**config.mk**
```make
export PLATFORM = sky130hd
export DESIGN_NAME = adc_clkgen_sync
export DESIGN_NICKNAME = d
export VERILOG_FILES = /design/src/rtl/adc_clkgen_sync.sv
export SDC_FILE = /design/constraint.sdc
export NUM_CORES = 1
export LEC_CHECK = 0
export BUFFER_PORTS_ARGS = -buffer_cell sky130_fd_sc_hd__buf_2
export CORE_AREA = 2 2 66 68
export CTS_BUF_LIST = sky130_fd_sc_hd__clkbuf_8
export CTS_CLUSTER_SIZE = 30
export DETAILED_ROUTE_END_ITERATION = 8
export DIE_AREA = 0 0 68 70
export PLACE_DENSITY_LB_ADDON = 0.05
export SLEW_MARGIN = 15
export SYNTH_ARGS = -nofsm -noshare
export SYNTH_HDL_FRONTEND = slang
export SYNTH_SLANG_ARGS = --single-unit
```
**constraint.sdc**
```tcl
create_clock -name clk_in -period 2.8 [get_ports clk_in]
set_clock_uncertainty 0.15 [all_clocks]
set_input_delay 0.56 -clock clk_in [delete_from_list [all_inputs] [get_ports clk_in]]
set_output_delay 0.56 -clock clk_in [all_outputs]
set_load 0.02 [all_outputs]
```
**src/rtl/adc_clkgen_sync.sv**
```systemverilog
// Synchronous SAR ADC clock generator: sample pulse, then NCYC rounds of
// comparator-reset settle (D1), comparator clock (COMP) and digital clock (D3).
// All phase lengths are counted in clk_in cycles by a single down-counter.
module adc_clkgen_sync #(
  parameter int DLY_W       = 5,
  parameter int PW_W        = 6,
  parameter int NCYC        = 12,
  parameter int TIMEOUT     = 31,
  parameter int SYNC_STAGES = 2
) (
  input  logic             clk_in,
  input  logic             rst_n_in,
  input  logic             ena_in,
  input  logic             start_conv_in,
  input  logic             ndecision_finish_in,
  input  logic             enable_dlycontrol_in,
  input  logic [DLY_W-1:0] dlycontrol1_in,
  input  logic [DLY_W-1:0] dlycontrol3_in,
  input  logic [PW_W-1:0]  dlycontrol4_in,
  output logic             clk_comp_out,
  output logic             clk_dig_out,
  output logic             sample_out,
  output logic             nsample_out,
  output logic             busy_out,
  output logic             done_out,
  output logic             timeout_out,
  output logic             overrun_out,
  output logic [7:0]       cycle_cnt_out
);

  // The shared phase counter must hold the widest delay and the timeout.
  localparam int CW0   = (DLY_W > PW_W) ? DLY_W : PW_W;
  localparam int CNT_W = (CW0 > 8) ? CW0 : 8;

  typedef enum logic [2:0] {IDLE, SAMPLE, D1, COMP, D3, DONE} state_t;

  state_t                 state_reg, state_next;
  logic [CNT_W-1:0]       cnt_reg, cnt_next;
  logic [7:0]             cyc_next;
  logic                   to_next, ov_next;
  logic [SYNC_STAGES-1:0] start_sync_reg, ndec_sync_reg;
  logic                   start_d_reg, start_edge_reg;
  logic                   decision;
  logic [CNT_W-1:0]       eff1, eff3, eff4;

  // Effective delay: all ones when controls are disabled, and zero means one.
  function automatic logic [CNT_W-1:0] eff_dly(input logic [DLY_W-1:0] v, input logic use_ctl);
    logic [DLY_W-1:0] x;
    x = use_ctl ? v : '1;
    if (x == '0) x = DLY_W'(1);
    return CNT_W'(x);
  endfunction

  function automatic logic [CNT_W-1:0] eff_pw(input logic [PW_W-1:0] v, input logic use_ctl);
    logic [PW_W-1:0] x;
    x = use_ctl ? v : '1;
    if (x == '0) x = PW_W'(1);
    return CNT_W'(x);
  endfunction

  assign eff1     = eff_dly(dlycontrol1_in, enable_dlycontrol_in);
  assign eff3     = eff_dly(dlycontrol3_in, enable_dlycontrol_in);
  assign eff4     = eff_pw(dlycontrol4_in, enable_dlycontrol_in);
  assign decision = ~ndec_sync_reg[SYNC_STAGES-1];

  // Synchronise the asynchronous request/decision inputs and register the start edge.
  always_ff @(posedge clk_in or negedge rst_n_in) begin
    if (!rst_n_in) begin
      start_sync_reg <= '0;
      ndec_sync_reg  <= '1;
      start_d_reg    <= 1'b0;
      start_edge_reg <= 1'b0;
    end else begin
      start_sync_reg <= {start_sync_reg[SYNC_STAGES-2:0], start_conv_in};
      ndec_sync_reg  <= {ndec_sync_reg[SYNC_STAGES-2:0], ndecision_finish_in};
      start_d_reg    <= start_sync_reg[SYNC_STAGES-1];
      start_edge_reg <= start_sync_reg[SYNC_STAGES-1] & ~start_d_reg;
    end
  end

  // Next-state, phase counter and status-flag computation.
  always_comb begin
    state_next = state_reg;
    cnt_next   = cnt_reg;
    cyc_next   = cycle_cnt_out;
    to_next    = timeout_out;
    ov_next    = overrun_out;
    // A request while a conversion is running is dropped but remembered.
    if (ena_in && start_edge_reg && state_reg != IDLE && state_reg != DONE)
      ov_next = 1'b1;
    if (!ena_in) begin
      state_next = IDLE;
    end else begin
      case (state_reg)
        IDLE: begin
          if (start_edge_reg) begin
            state_next = SAMPLE;
            cnt_next   = eff4;
            to_next    = 1'b0;
            ov_next    = 1'b0;
            cyc_next   = 8'd0;
          end
        end
        SAMPLE: begin
          if (cnt_reg == CNT_W'(1)) begin
            state_next = D1;
            cnt_next   = eff1;
          end else cnt_next = cnt_reg - CNT_W'(1);
        end
        D1: begin
          if (cnt_reg == CNT_W'(1)) begin
            state_next = COMP;
            cnt_next   = CNT_W'(TIMEOUT);
          end else cnt_next = cnt_reg - CNT_W'(1);
        end
        COMP: begin
          if (decision) begin
            state_next = D3;
            cnt_next   = eff3;
          end else if (cnt_reg == CNT_W'(1)) begin
            state_next = D3;
            cnt_next   = eff3;
            to_next    = 1'b1;
          end else cnt_next = cnt_reg - CNT_W'(1);
        end
        D3: begin
          if (cnt_reg == CNT_W'(1)) begin
            cyc_next   = cycle_cnt_out + 8'd1;
            state_next = (cycle_cnt_out + 8'd1 == 8'(NCYC)) ? DONE : D1;
            cnt_next   = eff1;
          end else cnt_next = cnt_reg - CNT_W'(1);
        end
        DONE:    state_next = IDLE;
        default: state_next = IDLE;
      endcase
    end
  end

  // State register with outputs decoded from the next state so they switch with it.
  always_ff @(posedge clk_in or negedge rst_n_in) begin
    if (!rst_n_in) begin
      state_reg     <= IDLE;
      cnt_reg       <= '0;
      cycle_cnt_out <= 8'd0;
      timeout_out   <= 1'b0;
      overrun_out   <= 1'b0;
      sample_out    <= 1'b0;
      nsample_out   <= 1'b1;
      clk_comp_out  <= 1'b0;
      clk_dig_out   <= 1'b0;
      busy_out      <= 1'b0;
      done_out      <= 1'b0;
    end else begin
      state_reg     <= state_next;
      cnt_reg       <= cnt_next;
      cycle_cnt_out <= cyc_next;
      timeout_out   <= to_next;
      overrun_out   <= ov_next;
      sample_out    <= (state_next == SAMPLE);
      nsample_out   <= (state_next != SAMPLE);
      clk_comp_out  <= (state_next == COMP);
      clk_dig_out   <= (state_next == D3);
      busy_out      <= (state_next != IDLE) && (state_next != DONE);
      done_out      <= (state_next == DONE);
    end
  end

endmodule

```
Yosys cells after proc, flatten, opt, wreduce, memory -nomap -nowiden
Index checks and enable logic that the tools add are counted.
{ "classes": {"n_mul": 0, "shift": 0, "n_eq_ne": 17, "bitwise_logic": 2, "div_mod_pow": 0, "muxes": 32, "magnitude_cmp": 0, "reduce_logical": 17, "add_sub_neg": 2} }
{ "op_table": {"columns": ["cell", "n"], "rows": [
  ["2-to-1 mux 8 bit", 7],
  ["case mux 8 bit (4 select lines)", 1],
  ["2-to-1 mux 3 bit", 8],
  ["2-to-1 mux 5 bit", 4],
  ["case mux 8 bit (2 select lines)", 1],
  ["case mux 3 bit (5 select lines)", 1],
  ["2-to-1 mux 6 bit", 2],
  ["zero test 5 bit", 2],
  ["== test 3 x 2 -> 1 bit, second input constant", 3],
  ["== test 3 bit, second input constant", 3],
  ["adder 8 x 1 -> 8 bit, second input constant", 1],
  ["== test 8 x 1 -> 1 bit, second input constant", 1],
  ["== test 8 x 4 -> 1 bit, second input constant", 1],
  ["!= test 2 bit, second input constant", 4],
  ["subtractor 8 x 1 -> 8 bit, second input constant", 1],
  ["2-to-1 mux 1 bit", 7],
  ["== test 3 x 1 -> 1 bit, second input constant", 2],
  ["zero test 6 bit", 1],
  ["!= test 3 bit, second input constant", 2],
  ["nonzero test 3 bit", 2],
  ["AND reduction 5 bit", 1],
  ["logical AND 1 bit", 4],
  ["AND reduction 4 bit", 1],
  ["nonzero test 2 bit", 2],
  ["8 further kinds", 8]
]} }
{ "word_totals": {"latchBits": 0, "mem_count": 0, "elab_cells": 85, "out_inout_bits": 16, "ramBits": 0, "in_bits": 22, "ff_bits": 33, "rom_bits": 0} }

Logic depth before layout (Yosys ltp)
{ "logic_depth": {"depth_word": 8, "mapped_depth": 11, "ltp_nobuf": 10} }

Worst setup path before layout
OpenSTA, ideal clock, no wires.
{ "synth_timing": {"kind": "reg-to-reg", "from": "register cnt_reg[1]", "to": "register cnt_reg[2]", "period_less_slack_ps": 2632, "path_buffers": 1, "arrival_time_ps": 2354, "setup_time_ps": 128, "setup_slack_ps": 168, "required_time_ps": 2522, "stages_incl_launch_ff": 11, "cell_sequence": "dfrtp_1 -> inv_1 -> ha_1 -> or3b_2 -> nor2_4 -> a211oi_1 -> o211ai_1 -> inv_2 -> a221oi_2 -> buf_6 -> mux2_1"} }
{ "synth_between": {"elab_chain_len": 4, "elab_cells_between_ends": 7, "classes_between": "add/sub: 1; eq/ne: 1; mux: 5"} }
{ "synth_rtl": {"columns": ["item", "line", "rtl"], "rows": [
  ["start, declared", "38", "logic [CNT_W-1:0] cnt_reg, cnt_next;"],
  ["start signal, assigned", "155", "cnt_reg <= cnt_next;"],
  ["subtractor 8 x 1 -> 8 bit or == test 8 x 1 -> 1 bit (tied branches)", null, null],
  ["2-to-1 mux 8 bit", "120", "end else if (cnt_reg == CNT_W'(1)) begin"],
  ["2-to-1 mux 8 bit", "117", "if (decision) begin"],
  ["case mux 8 bit (4 select lines) *", "94", "case (state_reg)"]
]} }
Mark *: on every way between the ends. The rest lies on a longest branch, timed or not.
A chain may end at the register's enable or synchronous reset.

Worst setup path after layout
{ "layout_timing": {"from": "register cnt_reg[3]", "to": "register cnt_reg[7]"} }
Same word-level chain as after synthesis.

==> impl_metrics.csv <==
group,metric,value,unit
route,first_pass_iters,4,
pwr,p_switching,413,uW
outcome,status,"finished clean",
clocking,insertion_delay,290,ps
floorplanning,die_h,70,um
critical_path,cp_cell_sequence,"or4_4, or4_1, o311ai_1, o211ai_1, inv_2, a221oi_4, buf_12, or2_1, o31ai_1",
synth,syn_area,1960,sq um
route,wl_per_cell,14.0,um
global_routing,grt_pass1_vias,1759,
synth,syn_area_per_cell,9.09,sq um
floorplanning,io_pins,38,
pwr,leakage,1.17,nW
placed_design,dp_hpwl,3.59,mm
finish,drive_above_1_share,0.315,
critical_path,crit_family,"simple AND/OR/NAND/NOR gates",
pwr,pwr-share-comb,0.284,
synth,syn_inst,216,
critical_path,critical_path.max_fanout,11,
critical_path,crit_cells,9,
floorplanning,die-width,68,um
clocking,cts.clk_slew.worst_paths,70,ps
floorplanning,start_util,0.474,
route,via_count,1854,
critical_path,cp.arrival,2760,ps
global_routing,grt_usage,0.229,
finish,n_fill_cell,370,
route,drc,0,
hold_path,hold_path.class,"input port to asynchronous set/reset pin",
pwr,ir_drop,0.000445,V
floorplanning,dieArea,4760,sq um
critical_path,endpoint_kind,"register",
floorplanning,rows,24,
synth,ys_types,52,
route,viasPerCell,5.49,
critical_path,rr_worst_depth,9,
critical_path,cpPeakStageDelay,550,ps
critical_path,crit_path_top_delay_cell,"or4_4",
pwr,power.internal,1.01,mW
job,maxCapViolations,0,
clocking,cts_tree,"yes",
placed_design,portBuffers,37,
route,routed_wl,4.74,mm
sta,hold_violations,0,
clocking,clockBufferDepth,2,
synth,yosysTopAreaCellShare,0.382,
clocking,cts_buffers,5,
finish,final-instance-count-excl-fill,338,
pwr,powerDensity,550,nW/um^2
synth,synth_nets,241,
route,detail-route-antenna-nets,0,
finish,antennaDiodeCount,0,
global_routing,antenna_found_initial,0,
global_routing,gr-total-overflow,0,
sta,rsz0062_at_grt,"true",
synth,synth.area.top_cells,"dfrtp_1 38%, dfstp_2 4.0%, nor2_1 4.0%",
finish,layout_common_cells,"37 x buf_2, 31 x buf_4, 30 x dfrtp_1",
sta,max_slew.worst_pin.slew,724,ps
synth,synth_top_flop_cell,"dfrtp_1",
route,drt_iter0_drc,148,
global_routing,grt_pass1_wl,8.25,mm
critical_path,crit_buf_inv,2,
clocking,cts_sinks,33,
placed_design,gp_congestion,0.858,
synth,synthArstFlopShare,1.00,
synth,synth_edf_count,0,
critical_path,required,2840,ps
synth,yosysTopAreaCell,"dfrtp_1",
sta,finalCritPeriodShare,0.972,
clocking,cts_root_buffer,"clkbuf_8",
pwr,pwr-share-clk,0.325,
placed_design,dp_cells,326,
floorplanning,coreArea,4140,sq um
pwr,p_sw_frac,0.291,
finish,fin_nets,310,
placed_design,dp_worst_setup_slack,-202,ps
critical_path,path_class,"register to register",
pwr,seqPwrFrac,0.391,
clocking,cts-hold-fix-buffers,0,
critical_path,cp-start-kind,"register",
synth,yosysSeqAreaShare,0.423,
clocking,htree_levels,2,
sta,fin_crit,2720,ps
sta,fmax,367,MHz
finish,layout_commonest_cell,"buf_2",
finish,syn_to_final_growth,31.4,%
synth,ys_warn_count,0,
sta,setup_ws,77.9,ps
sta,max_slew_margin,0.517,
sta,slew_viol_final,0,
pwr,finalPower,1.42,mW
synth,synth_seq_cells,33,
global_routing,grt_start_max_net_pins,34,
sta,finalSetupViolations,0,
## area by class of cell
type                       count  area, sq um  area share
multi-input combinational    168         1100       0.427
sequential                    33          830       0.322
timing repair buffer          69          438       0.170
clock buffer                   6         82.6      0.0320
tap                           52         65.1      0.0252
clock inverter                 2         33.8      0.0131
inverter                       8         30.0      0.0116
## layer usage
layer | vias up | track usage | share of wire
li1 | 945 | - | -
met1 | 851 | 0.332 | 0.47
met2 | 56 | 0.332 | 0.46
met3 | 2 | 0.0580 | 0.064
met4 | 0 | 0.0756 | 0.0055
met5 | - | 0 | 0
## cell usage after synthesis, types with 4 or more instances
cell	number
dfrtp_1	30
nor2_1	21
nand2_1	17
a21oi_1	12
nor3_1	10
inv_1	7
o21ai_1	7
or3_1	7
clkbuf_1	6
o21ai_0	6
xnor2_1	6
a21o_1	5
nand2b_1	5
nand3_1	5
o22ai_1	5
a211oi_1	4
mux2_1	4
nor4_1	4
## kinds of logic after synthesis
family          count (synthesis)  share of synthesized area
mux                             5                     0.0287
flops                          33                      0.423
simple gates                   89                      0.240
compound gates                 63                      0.221
buf+inv                        15                     0.0325
fa+ha+maj                       3                     0.0191
xor+xnor                        8                     0.0357
## path summary, 6_finish.rpt
kind | from | endpoint | slack, ps
setup / recovery | cnt_reg[3]$_DFFE_PN0P_ | cnt_reg[7]$_DFFE_PN0P_ | 80
hold / removal | rst_n_in | cnt_reg[4]$_DFFE_PN0P_ | 160
setup reg to reg | cnt_reg[3]$_DFFE_PN0P_ | cnt_reg[7]$_DFFE_PN0P_ | 80
min in group clk_in | start_sync_reg[0]$_DFF_PN0_ | start_sync_reg[1]$_DFF_PN0_ | 200
max in group asynchronous | rst_n_in | cnt_reg[7]$_DFFE_PN0P_ | 1850
hold reg to reg | start_sync_reg[0]$_DFF_PN0_ | start_sync_reg[1]$_DFF_PN0_ | 200
## power groups by stage
stage	Clock (mW)	Sequential, mW	Combinational, mW
2_1_floorplan	0	0.587	0.181
3_3_place_gp	0	0.560	0.368
3_5_place_dp	0	0.560	0.367
4_1_cts	0.471	0.552	0.371
5_1_grt	0.493	0.562	0.447
6_report	0.461	0.555	0.403
## stage by stage
stage / setup TNS, ps / hold slack, ps / instance area, sq um / utilization
after global placement: -938 / 190 / 2390 / 0.577
final: 0 / 162 / 2580 / 0.623
after floorplan: 0 / 114 / 1960 / -
after CTS: -174 / 208 / 2520 / 0.607
after global routing: -91.0 / 204 / 2580 / 0.623
after detailed placement: -1120 / 189 / 2390 / 0.577
## worst reg2reg max path, stage by stage, from the launching register on
cell	delay, ps
dfrtp_1	390
or4_4	550
or4_1	480
o311ai_1	100
o211ai_1	190
inv_2	120
a221oi_4	40
buf_12	160
or2_1	230
o31ai_1	230
## timing repair
item,CTS,global route
setup endpoints to repair,8,8
setup buffers,0,6
pin swaps,0,4
gates resized for setup,1,6
(Power assumes the default switching activity.)
